<file path="config.mk">
export PLATFORM = sky130hd
export DESIGN_NAME = ctrl_unit
export DESIGN_NICKNAME = d
export VERILOG_FILES = /design/src/rtl/ctrl_unit.sv
export SDC_FILE = /design/constraint.sdc
export NUM_CORES = 1
export LEC_CHECK = 0
export CAP_MARGIN = 20
export CELL_PAD_IN_SITES_DETAIL_PLACEMENT = 1
export CELL_PAD_IN_SITES_GLOBAL_PLACEMENT = 2
export CORE_MARGIN = 5
export CORE_UTILIZATION = 20
export DETAILED_ROUTE_END_ITERATION = 16
export PLACE_DENSITY = 0.8
export SLEW_MARGIN = 20
export SYNTH_ARGS = -nofsm -noshare
export SYNTH_HDL_FRONTEND = slang
export SYNTH_SLANG_ARGS = --single-unit
</file>
<file path="constraint.sdc">
create_clock -name clk -period 0.8 [get_ports clk]
set_input_delay 0.12 -clock clk [delete_from_list [all_inputs] [get_ports clk]]
set_output_delay 0.12 -clock clk [all_outputs]
set_load 0.05 [all_outputs]
</file>
<file path="src/rtl/ctrl_unit.sv">
// rtl/ctrl_unit.sv - registered MIPS32 main opcode decoder for the ID/EX boundary
module ctrl_unit (
  input  logic       clk,
  input  logic       reset,
  input  logic [5:0] opcode,
  output logic [1:0] RegDst,
  output logic [1:0] MemtoReg,
  output logic [1:0] ALUOp,
  output logic       Jump,
  output logic       Branch,
  output logic       MemRead,
  output logic       MemWrite,
  output logic       ALUSrc,
  output logic       RegWrite,
  output logic       sign_or_zero
);

  localparam logic [5:0] OP_RTYPE = 6'b000000;
  localparam logic [5:0] OP_J     = 6'b000010;
  localparam logic [5:0] OP_JAL   = 6'b000011;
  localparam logic [5:0] OP_BEQ   = 6'b000100;
  localparam logic [5:0] OP_ADDI  = 6'b001000;
  localparam logic [5:0] OP_ADDIU = 6'b001001;
  localparam logic [5:0] OP_LW    = 6'b100011;
  localparam logic [5:0] OP_SW    = 6'b101011;

  logic [1:0] reg_dst_d, mem_to_reg_d, alu_op_d;
  logic       jump_d, branch_d, mem_read_d, mem_write_d;
  logic       alu_src_d, reg_write_d, sign_or_zero_d;

  logic [12:0] ctrl_d, ctrl_q;

  // Unknown or unlisted opcodes fall to the default and become a bubble.
  always_comb begin
    reg_dst_d      = 2'b00;
    mem_to_reg_d   = 2'b00;
    alu_op_d       = 2'b00;
    jump_d         = 1'b0;
    branch_d       = 1'b0;
    mem_read_d     = 1'b0;
    mem_write_d    = 1'b0;
    alu_src_d      = 1'b0;
    reg_write_d    = 1'b0;
    sign_or_zero_d = 1'b0;
    case (opcode)
      OP_RTYPE: begin
        reg_dst_d      = 2'b01;
        alu_op_d       = 2'b10;
        reg_write_d    = 1'b1;
        sign_or_zero_d = 1'b1;
      end
      OP_LW: begin
        mem_to_reg_d   = 2'b01;
        mem_read_d     = 1'b1;
        alu_src_d      = 1'b1;
        reg_write_d    = 1'b1;
        sign_or_zero_d = 1'b1;
      end
      OP_SW: begin
        mem_write_d    = 1'b1;
        alu_src_d      = 1'b1;
        sign_or_zero_d = 1'b1;
      end
      OP_BEQ: begin
        alu_op_d       = 2'b01;
        branch_d       = 1'b1;
        sign_or_zero_d = 1'b1;
      end
      OP_J: begin
        jump_d = 1'b1;
      end
      OP_JAL: begin
        jump_d       = 1'b1;
        reg_dst_d    = 2'b10;
        mem_to_reg_d = 2'b10;
        reg_write_d  = 1'b1;
      end
      OP_ADDI, OP_ADDIU: begin
        alu_src_d      = 1'b1;
        reg_write_d    = 1'b1;
        sign_or_zero_d = 1'b1;
      end
      default: begin
        reg_dst_d = 2'b00;
      end
    endcase
  end

  assign ctrl_d = {reg_dst_d, mem_to_reg_d, alu_op_d, jump_d, branch_d,
                   mem_read_d, mem_write_d, alu_src_d, reg_write_d, sign_or_zero_d};

  always_ff @(posedge clk or negedge reset) begin
    if (!reset) begin
      ctrl_q <= '0;
    end else begin
      ctrl_q <= ctrl_d;
    end
  end

  assign {RegDst, MemtoReg, ALUOp, Jump, Branch,
          MemRead, MemWrite, ALUSrc, RegWrite, sign_or_zero} = ctrl_q;

endmodule

</file>
==> results.sh, run 1 <==
export IMPL_cp_start_kind="register"
export IMPL_synth_top_family_by_area="simple AND/OR/NAND/NOR gates"
export IMPL_power_density_nw_per_um2=1280
export IMPL_synth_mux_area_frac=0.0471
export IMPL_cp_slowest_cell="dfrtp_2"
export IMPL_grt_max_degree=12
export IMPL_io_pin_count=21
export IMPL_ctsHoldBuffers=0
export IMPL_drive_above_1_share=0.612
export IMPL_root_buffer="clkbuf_4"
export IMPL_grt_ovfl_total=0
export IMPL_wl_per_cell_microns=14.2
export IMPL_power_frac_comb=0.201
export IMPL_diodes=0
export IMPL_p_switching_uw=317
export IMPL_cts_buffers=3
export IMPL_synthSimpleGateAreaFrac=0.221
export IMPL_ys_warn_count=0
export IMPL_slowest_delay_ps=440
export IMPL_leakage_uw=0.000409
export IMPL_synth_compound_area_frac=0.0382
export IMPL_cts_tree="yes"
export IMPL_dpl_worst_slack_ps=-613
export IMPL_worstPathMaxFanout=2
export IMPL_dr_pass1_iters=3
export IMPL_critPathKind="register to output pin"
export IMPL_power_internal_uw=874
export IMPL_grt_setup_unrepaired="true"
export IMPL_synth_seq_cells=11
export IMPL_fin_cells=94
export IMPL_die_h_microns=56.1
export IMPL_syn2layout_area_growth_pct=118
export IMPL_synthesis_nets=43
export IMPL_final_common_cell="buf_12"
export IMPL_yosys_cell_types_count=16
export IMPL_largest_reg_flops=11
export IMPL_worstPathArrival_ps=870
export IMPL_antenna_left=0
export IMPL_syn_mean_instance_area_sq_um=12.2
export IMPL_netlist_area_sq_um=425
export IMPL_grt_use_total=0.0979
export IMPL_dp_cells=88
export IMPL_maxSlewViolCount=0
export IMPL_path_cells="buf_12"
export IMPL_synth_xor_area_frac=0
export IMPL_required_ps=680
export IMPL_gp_congestion=0.629
export IMPL_grt_pass1_wl_microns=2210
export IMPL_synthAdderAreaFrac=0
export IMPL_nets=76
export IMPL_clkTransAtPathRegs_ps=70
export IMPL_layout_common_cells="13 x buf_12, 9 x dfrtp_1, 8 x buf_4"
export IMPL_largest_register="ctrl_q"
export IMPL_seq_area_frac_synth=0.647
export IMPL_syn_inst=35
export IMPL_routed_wl_microns=1340
export IMPL_max_freq_ghz=1.01
export IMPL_top_regs="ctrl_q: 11 flops"
export IMPL_seqPwrFrac=0.482
export IMPL_end_kind="output pin"
export IMPL_initial_utilization=0.213
export IMPL_fp_dieW_microns=56.1
export IMPL_cts_htree_levels=1
export IMPL_peakVddDrop_v=0.000506
export IMPL_relSlewSlack=0.818
export IMPL_core_rowCount=16
export IMPL_clk_path_buf_depth=2
export IMPL_hold_class="input pin to async pin"
export IMPL_viasPerCell=4.22
export IMPL_setup_viol_count_final=13
export IMPL_drc=0
export IMPL_cts_sinks=11
export IMPL_tightest_slew_ps=272
export IMPL_timing_final_ws_setup_ps=-188
export IMPL_critPathBufInv=1
export IMPL_core_area_sq_um=2000
export IMPL_drt_initial_drc_count=4
export IMPL_outcome="finished with violations"
export IMPL_port_buffers=20
export IMPL_antenna_found_initial=0
export IMPL_violations="setup timing"
export IMPL_timing_final_crit_period_ps=988
export IMPL_vias=397
export IMPL_drv_cap=0
export IMPL_power_switching_share=0.266
export IMPL_hpwl_microns=1030
export IMPL_cp_top_family="flip-flops"
export IMPL_clockPowerShare=0.317
export IMPL_finalCritPeriodShare=1.23
export IMPL_die_area_sq_um=3150
export IMPL_hold_violations=0
export IMPL_grt_pass1_vias=432
-- final timing paths --
check,cells after the start,from,end
min in group clk,3,opcode[2],ctrl_q[2]
max in group asynchronous,2,reset,ctrl_q[5]
setup / recovery,1,ctrl_q[4],MemtoReg[0]
hold / removal,2,reset,ctrl_q[6]
-- final cells by class --
class,count,area [sq um]
fillers,212,1070
multi-input cells,21,185
repair buffers,31,405
well taps,27,33.8
clock buffers,4,26.3
flip-flops and latches,11,278
-- per-layer routing --
layer	GRT usage	wire (microns)	share of wire
met1	0.0885	493	0.37
met2	0.167	748	0.56
met3	0.0278	70	0.052
met4	0.102	27	0.020
met5	0	0	0
-- synthesized netlist by cell type --
| master | instances | area share |
|---|---|---|
| a211oi_1 | 1 | 0.018 |
| a2bb2oi_1 | 1 | 0.021 |
| and4b_1 | 1 | 0.024 |
| buf_2 | 1 | 0.012 |
| buf_4 | 2 | 0.035 |
| dfrtp_1 | 11 | 0.65 |
| mux2i_1 | 2 | 0.047 |
| nand2_1 | 2 | 0.018 |
| nand2b_1 | 1 | 0.015 |
| nand3_1 | 1 | 0.012 |
| nor2_1 | 4 | 0.035 |
| nor3_1 | 3 | 0.035 |
| nor3b_1 | 1 | 0.018 |
| nor4_1 | 2 | 0.029 |
| nor4b_1 | 1 | 0.021 |
| or3_1 | 1 | 0.015 |
-- timing repair --
| item | 4_1_cts | 5_1_grt |
|---|---|---|
| setup endpoints to repair | 24 | 14 |
| gates cloned | 0 | 0 |
| gates resized for setup | 27 | 1 |
| pin swaps | 4 | 0 |
| setup buffers | 2 | 0 |
-- power groups by stage --
stage	Clock (uW)	Sequential [uW]	Combinational [uW]
finish	378	574	239
global route	434	575	252
CTS	385	575	236
detailed placement	0	586	220
global placement	0	585	215
floorplan	0	614	38.3
-- metrics by stage --
stage,util,hold WS (ps),total power [uW],instance area (sq um),setup TNS (ps)
5_1_grt,0.464,122,1260,928,-2600
6_report,0.464,141,1190,928,-2040
2_1_floorplan,-,-176,652,439,-266
3_3_place_gp,0.419,425,800,840,-4880
4_1_cts,0.461,137,1200,922,-2180
3_5_place_dp,0.419,430,806,840,-5260
-- cells by family after synthesis --
family / count (synthesis)
AND/OR/NAND/NOR: 17
flip-flops: 11
buffers and inverters: 3
AO/OA/AOI/OAI: 2
multiplexers: 2
(Power assumes the default switching activity.)
==> run 2: changes to the inputs <==
--- a/config.mk
+++ b/config.mk
@@ -5,13 +5,15 @@
 export SDC_FILE = /design/constraint.sdc
 export NUM_CORES = 1
 export LEC_CHECK = 0
+export ABC_AREA = 1
 export CAP_MARGIN = 20
 export CELL_PAD_IN_SITES_DETAIL_PLACEMENT = 1
 export CELL_PAD_IN_SITES_GLOBAL_PLACEMENT = 2
 export CORE_MARGIN = 5
 export CORE_UTILIZATION = 20
 export DETAILED_ROUTE_END_ITERATION = 16
-export PLACE_DENSITY = 0.8
+export PLACE_DENSITY = 0.79
+export SKIP_CTS_REPAIR_TIMING = 1
 export SLEW_MARGIN = 20
 export SYNTH_ARGS = -nofsm -noshare
 export SYNTH_HDL_FRONTEND = slang
==> run 2 against run 1 <==
Net effect: the run still ends with setup timing left; critical path type unchanged; routed wire length is 21% lower; via count is 5.0% higher; global-route usage shrank 2.7 points; die area grew 13%; final cell count grew 13%; non-clock buffer count fell by 8; flip-flop and latch count unchanged; hold slack gained 34 ps.
==> results.sh, run 2 <==
export IMPL_wl_met3_microns=37
export IMPL_relSlewSlack=0.851
export IMPL_cts_htree_levels=1
export IMPL_seq_area_frac_synth=0.558
export IMPL_min_to="ctrl_q[6]"
export IMPL_wl_met2_microns=647
export IMPL_final_common_cell="buf_12"
export IMPL_synthesis_nets=59
export IMPL_core_area_sq_um=2410
export IMPL_maxSlewViolCount=0
export IMPL_timing_final_crit_period_ps=975
export IMPL_worstPathArrival_ps=850
export IMPL_nets=85
export IMPL_synth_top_area_frac=0.558
export IMPL_drc=0
export IMPL_core_rowCount=18
export IMPL_synth_common_cells="12 x inv_1, 11 x dfrtp_1, 5 x nor2_2, 4 x nand2_1, 4 x nor2_1"
export IMPL_clk_path_buf_depth=2
export IMPL_grt_pass1_wl_microns=1780
export IMPL_fin_cells=106
export IMPL_clkTransAtPathRegs_ps=70
export IMPL_dp_cells=102
export IMPL_largest_register="ctrl_q"
export IMPL_seq_area_sq_um=278
export IMPL_hp_start="opcode[1]"
export IMPL_antenna_found_initial=0
export IMPL_synth_edf_count=0
export IMPL_synthTopCellsByArea="dfrtp_1 56%, inv_1 9.1%, nor2_2 6.3%"
export IMPL_initial_utilization=0.205
export IMPL_synth_flop_cell="dfrtp_1"
export IMPL_end_kind="output pin"
export IMPL_dr_pass1_iters=2
export IMPL_yosysMostFrequentCell="inv_1"
export IMPL_grt_pass1_vias=456
export IMPL_finalCritPeriodShare=1.22
export IMPL_io_pin_count=21
export IMPL_wl_per_cell_microns=9.93
export IMPL_largest_reg_flops=11
export IMPL_path_cells="buf_12"
export IMPL_grt_use_total=0.0706
export IMPL_top_layer_used="met4"
export IMPL_drt_initial_drc_count=2
export IMPL_hold_violations=0
export IMPL_leakage_uw=0.000526
export IMPL_port_buffers=20
export IMPL_layout_common_cells="14 x buf_12, 11 x inv_1, 9 x dfrtp_1, 6 x dlymetal6s2s_1"
export IMPL_violations="setup timing"
export IMPL_setup_viol_count_final=13
export IMPL_syn2layout_area_growth_pct=88.6
export IMPL_grt_ovfl_total=0
export IMPL_gp_congestion=0.797
export IMPL_power_density_nw_per_um2=1240
export IMPL_cp_top_family="flip-flops"
export IMPL_fillerInstances=268
export IMPL_wl_met1_microns=343
export IMPL_vias=417
export IMPL_die_area_sq_um=3560
export IMPL_syn_inst=51
export IMPL_routed_wl_microns=1050
export IMPL_critPathKind="register to output pin"
export IMPL_die_h_microns=59.6
export IMPL_fp_dieW_microns=59.6
export IMPL_timing_final_ws_setup_ps=-175
export IMPL_ys_warn_count=0
export IMPL_slowest_delay_ps=440
export IMPL_yosys_cell_types_count=12
export IMPL_antenna_left=0
export IMPL_tightest_slew_ps=223
export IMPL_drv_cap=0
export IMPL_dpl_worst_slack_ps=-433
export IMPL_viasPerCell=3.93
export IMPL_outcome="finished with violations"
export IMPL_cp_slowest_cell="dfrtp_2"
export IMPL_worst_hold_path_num_cells=3
export IMPL_syn_mean_instance_area_sq_um=9.67
export IMPL_power_total_uw=1150
export IMPL_multi_input_area_sq_um=159
export IMPL_top_regs="ctrl_q: 11 flops"
export IMPL_required_ps=680
export IMPL_critPathBufInv=1
export IMPL_cts_tree="yes"
export IMPL_synth_seq_cells=11
export IMPL_cts_sinks=11
export IMPL_grt_max_degree=12
export IMPL_async_flop_share=1.00
export IMPL_netlist_area_sq_um=493
export IMPL_hold_class="input pin to register"
export IMPL_drive_above_1_share=0.474
export IMPL_cp_start_kind="register"
export IMPL_final_area_sq_um=930
export IMPL_hpwl_microns=959
export IMPL_max_freq_ghz=1.03
export IMPL_placed_area_sq_um=883
export IMPL_grt_setup_unrepaired="true"
export IMPL_diodes=0
export IMPL_synth_largest_area_cell="dfrtp_1"
export IMPL_cts_buffers=3
export IMPL_root_buffer="clkbuf_4"
export IMPL_worstPathMaxFanout=2
export IMPL_peakVddDrop_v=0.000428
## run 2: cell types whose count changed in the layout (fill, tap and decap cells not counted), sizes merged, moves of 2 or more
cell	delta
nand3	+5
inv	+13
buf	-11
dlymetal6s2s	+6
mux2i	-2
nor4	-2
dlygate4sd2	-3
nor2	+7
nand2	+5
nor3	-3
## run 2: routing by layer
metal / vias to the layer above / track usage
li1: 197 / -
met1: 205 / 0.0599
met2: 13 / 0.133
met3: 2 / 0.0196
met4: 0 / 0.0570
met5: - / 0
## run 2: how the worst max path moves through the flow
stage / start / end / slack, ps / cells after the start
after floorplan: ctrl_q[5] / ALUOp[0] / -20 / 1
after global placement: opcode[1] / ctrl_q[0] / -400 / 6
after detailed placement: opcode[2] / ctrl_q[0] / -430 / 6
after CTS: ctrl_q[5] / Branch / -190 / 1
after global routing: ctrl_q[5] / Branch / -210 / 1
final: ctrl_q[5] / Branch / -170 / 1
## run 2: per-stage QoR
stage          setup TNS [ps]  utilization  hold WS [ps]
4_1_cts                 -2810        0.377           179
5_1_grt                 -2370        0.386           168
6_report                -1850        0.386           175
3_5_place_dp            -3860        0.367           463
2_1_floorplan           -34.0            -          -176
3_3_place_gp            -3440        0.367           455
## run 2: area by class of cell
class                           count  area share
Tap cell                           30      0.0404
Sequential cell                    11       0.299
Timing Repair Buffer               23       0.409
Clock buffer                        4      0.0283
Inverter                           13      0.0525
Multi-Input combinational cell     25       0.171
## run 2: logic make-up after synthesis
kind of cell	count (synthesis)	share of synthesized area
buffers and inverters	15	0.129
and+or+nand+nor	25	0.312
DFF	11	0.558
## run 2: report_power, final
part	leakage (uW)	switching, uW	internal (uW)	total (uW)
combinational	0.000362	116	104	221
sequential	0.000149	9.92	567	577
clock	0.0000150	164	192	356
total	0.000526	290	864	1150
==> run 3: changes to the inputs <==
--- a/config.mk
+++ b/config.mk
@@ -13,6 +13,7 @@
 export CORE_UTILIZATION = 20
 export DETAILED_ROUTE_END_ITERATION = 16
 export PLACE_DENSITY = 0.79
+export REMOVE_ABC_BUFFERS = 1
 export SKIP_CTS_REPAIR_TIMING = 1
 export SLEW_MARGIN = 20
 export SYNTH_ARGS = -nofsm -noshare
==> run 3 against run 2 <==
Net effect: the run still ends with setup timing left; combinational power increased by 2%; clock power increased by 2%; die area unchanged; worst setup slack got worse by 13 ps; final cell count unchanged; count of clock-buffer cells in the layout unchanged; non-clock buffer count unchanged; core utilization increased by 0.42 points; maximum frequency decreased by 1.3%; critical path depth unchanged; sequential share of layout area decreased by 0.58 points; critical path type unchanged.
==> results.sh, run 3 (synthesized netlist as in run 2, its figures left out) <==
export IMPL_outcome="finished with violations"
export IMPL_violations="setup timing"
export IMPL_multi_input_area_sq_um=171
export IMPL_fp_dieW_microns=59.6
export IMPL_hpwl_microns=958
export IMPL_critPathLaunch="ctrl_q[5]"
export IMPL_cts_sinks=11
export IMPL_nets=85
export IMPL_top_regs="ctrl_q: 11 flops"
export IMPL_fin_hold_ws_ps=177
export IMPL_gp_congestion=0.831
export IMPL_end_kind="output pin"
export IMPL_post_route_util=0.390
export IMPL_relSlewSlack=0.841
export IMPL_port_buffers=20
export IMPL_cp_slowest_cell="dfrtp_1"
export IMPL_wl_per_cell_microns=10.0
export IMPL_timing_final_ws_setup_ps=-187
export IMPL_grt_use_total=0.0737
export IMPL_hold_class="input pin to async pin"
export IMPL_critPathBufInv=1
export IMPL_dr_pass1_iters=3
export IMPL_critPathKind="register to output pin"
export IMPL_grt_ovfl_total=0
export IMPL_drive_above_1_share=0.461
export IMPL_dpl_worst_slack_ps=-458
export IMPL_drc=0
export IMPL_crit_cells=1
export IMPL_core_rowCount=18
export IMPL_setup_viol_count_final=13
export IMPL_die_area_sq_um=3560
export IMPL_routed_wl_microns=1060
export IMPL_antenna_found_initial=0
export IMPL_fillerInstances=263
export IMPL_leakage_uw=0.000531
export IMPL_core_area_sq_um=2410
export IMPL_layout_common_cells="14 x buf_12, 12 x inv_1, 11 x dfrtp_1, 6 x dlymetal6s2s_1"
export IMPL_timing_final_crit_period_ps=987
export IMPL_drv_cap=0
export IMPL_clkTransAtPathRegs_ps=70
export IMPL_root_buffer="clkbuf_4"
export IMPL_slowest_delay_ps=430
export IMPL_finalCritPeriodShare=1.23
export IMPL_path_cells="buf_12"
export IMPL_grt_max_degree=12
export IMPL_seq_area_sq_um=275
export IMPL_cp_start_kind="register"
export IMPL_syn2layout_area_growth_pct=90.6
export IMPL_cp_endpoint="ALUOp[0]"
export IMPL_diodes=0
export IMPL_peakVddDrop_v=0.000495
export IMPL_max_freq_ghz=1.01
export IMPL_worstPathMaxFanout=2
export IMPL_cts_buffers=3
export IMPL_hold_violations=0
export IMPL_largest_register="ctrl_q"
export IMPL_viasPerCell=3.88
export IMPL_required_ps=680
export IMPL_io_pin_count=21
export IMPL_grt_pass1_wl_microns=1900
export IMPL_largest_reg_flops=11
export IMPL_tightest_slew_ps=239
export IMPL_clk_path_buf_depth=2
export IMPL_final_common_cell="buf_12"
export IMPL_drt_initial_drc_count=3
export IMPL_vias=411
export IMPL_grt_pass1_vias=467
export IMPL_power_density_nw_per_um2=1240
export IMPL_worstPathArrival_ps=870
export IMPL_maxSlewViolCount=0
export IMPL_antenna_left=0
export IMPL_cp_top_family="flip-flops"
export IMPL_die_h_microns=59.6
export IMPL_grt_setup_unrepaired="true"
export IMPL_cts_tree="yes"
export IMPL_initial_utilization=0.205
export IMPL_cts_htree_levels=1
==> run 3: how the worst min path moves through the flow <==
stage / end / slack (ps) / cells after the start / from
after global routing: ctrl_q[10] / 160 / 2 / reset
after floorplan: ctrl_q[0] / -180 / 0 / reset
after global placement: ctrl_q[0] / 460 / 2 / reset
after CTS: ctrl_q[5] / 180 / 2 / reset
after detailed placement: ctrl_q[5] / 460 / 2 / reset
final: ctrl_q[4] / 180 / 2 / reset
==> run 3: layer usage <==
metal / track usage / part of all wire
met1: 0.0691 / 0.32
met2: 0.133 / 0.61
met5: 0 / 0
met3: 0.0131 / 0.049
met4: 0.0665 / 0.023
==> run 3: area by class of cell <==
type / instances / area share
clock buffer: 4 / 0.0280
timing repair buffer: 23 / 0.405
sequential: 11 / 0.293
tap: 30 / 0.0399
multi-input combinational: 25 / 0.182
inverter: 13 / 0.0519
==> run 3: per-stage QoR <==
step	power [uW]	TNS, ps	instances	instance area, sq um
3_5_place_dp	813	-3780	102	881
2_1_floorplan	671	-813	49	478
6_report	1170	-1940	106	940
5_1_grt	1250	-2560	106	940
4_1_cts	1180	-2870	106	907
3_3_place_gp	808	-3460	102	881
==> run 3: power by group <==
part           internal, uW  leakage (uW)  switching [uW]  total (uW)
Combinational           106      0.000364             120         226
Clock                   192     0.0000150             170         363
Sequential              567      0.000152            10.1         577
Total                   865      0.000531             301        1170
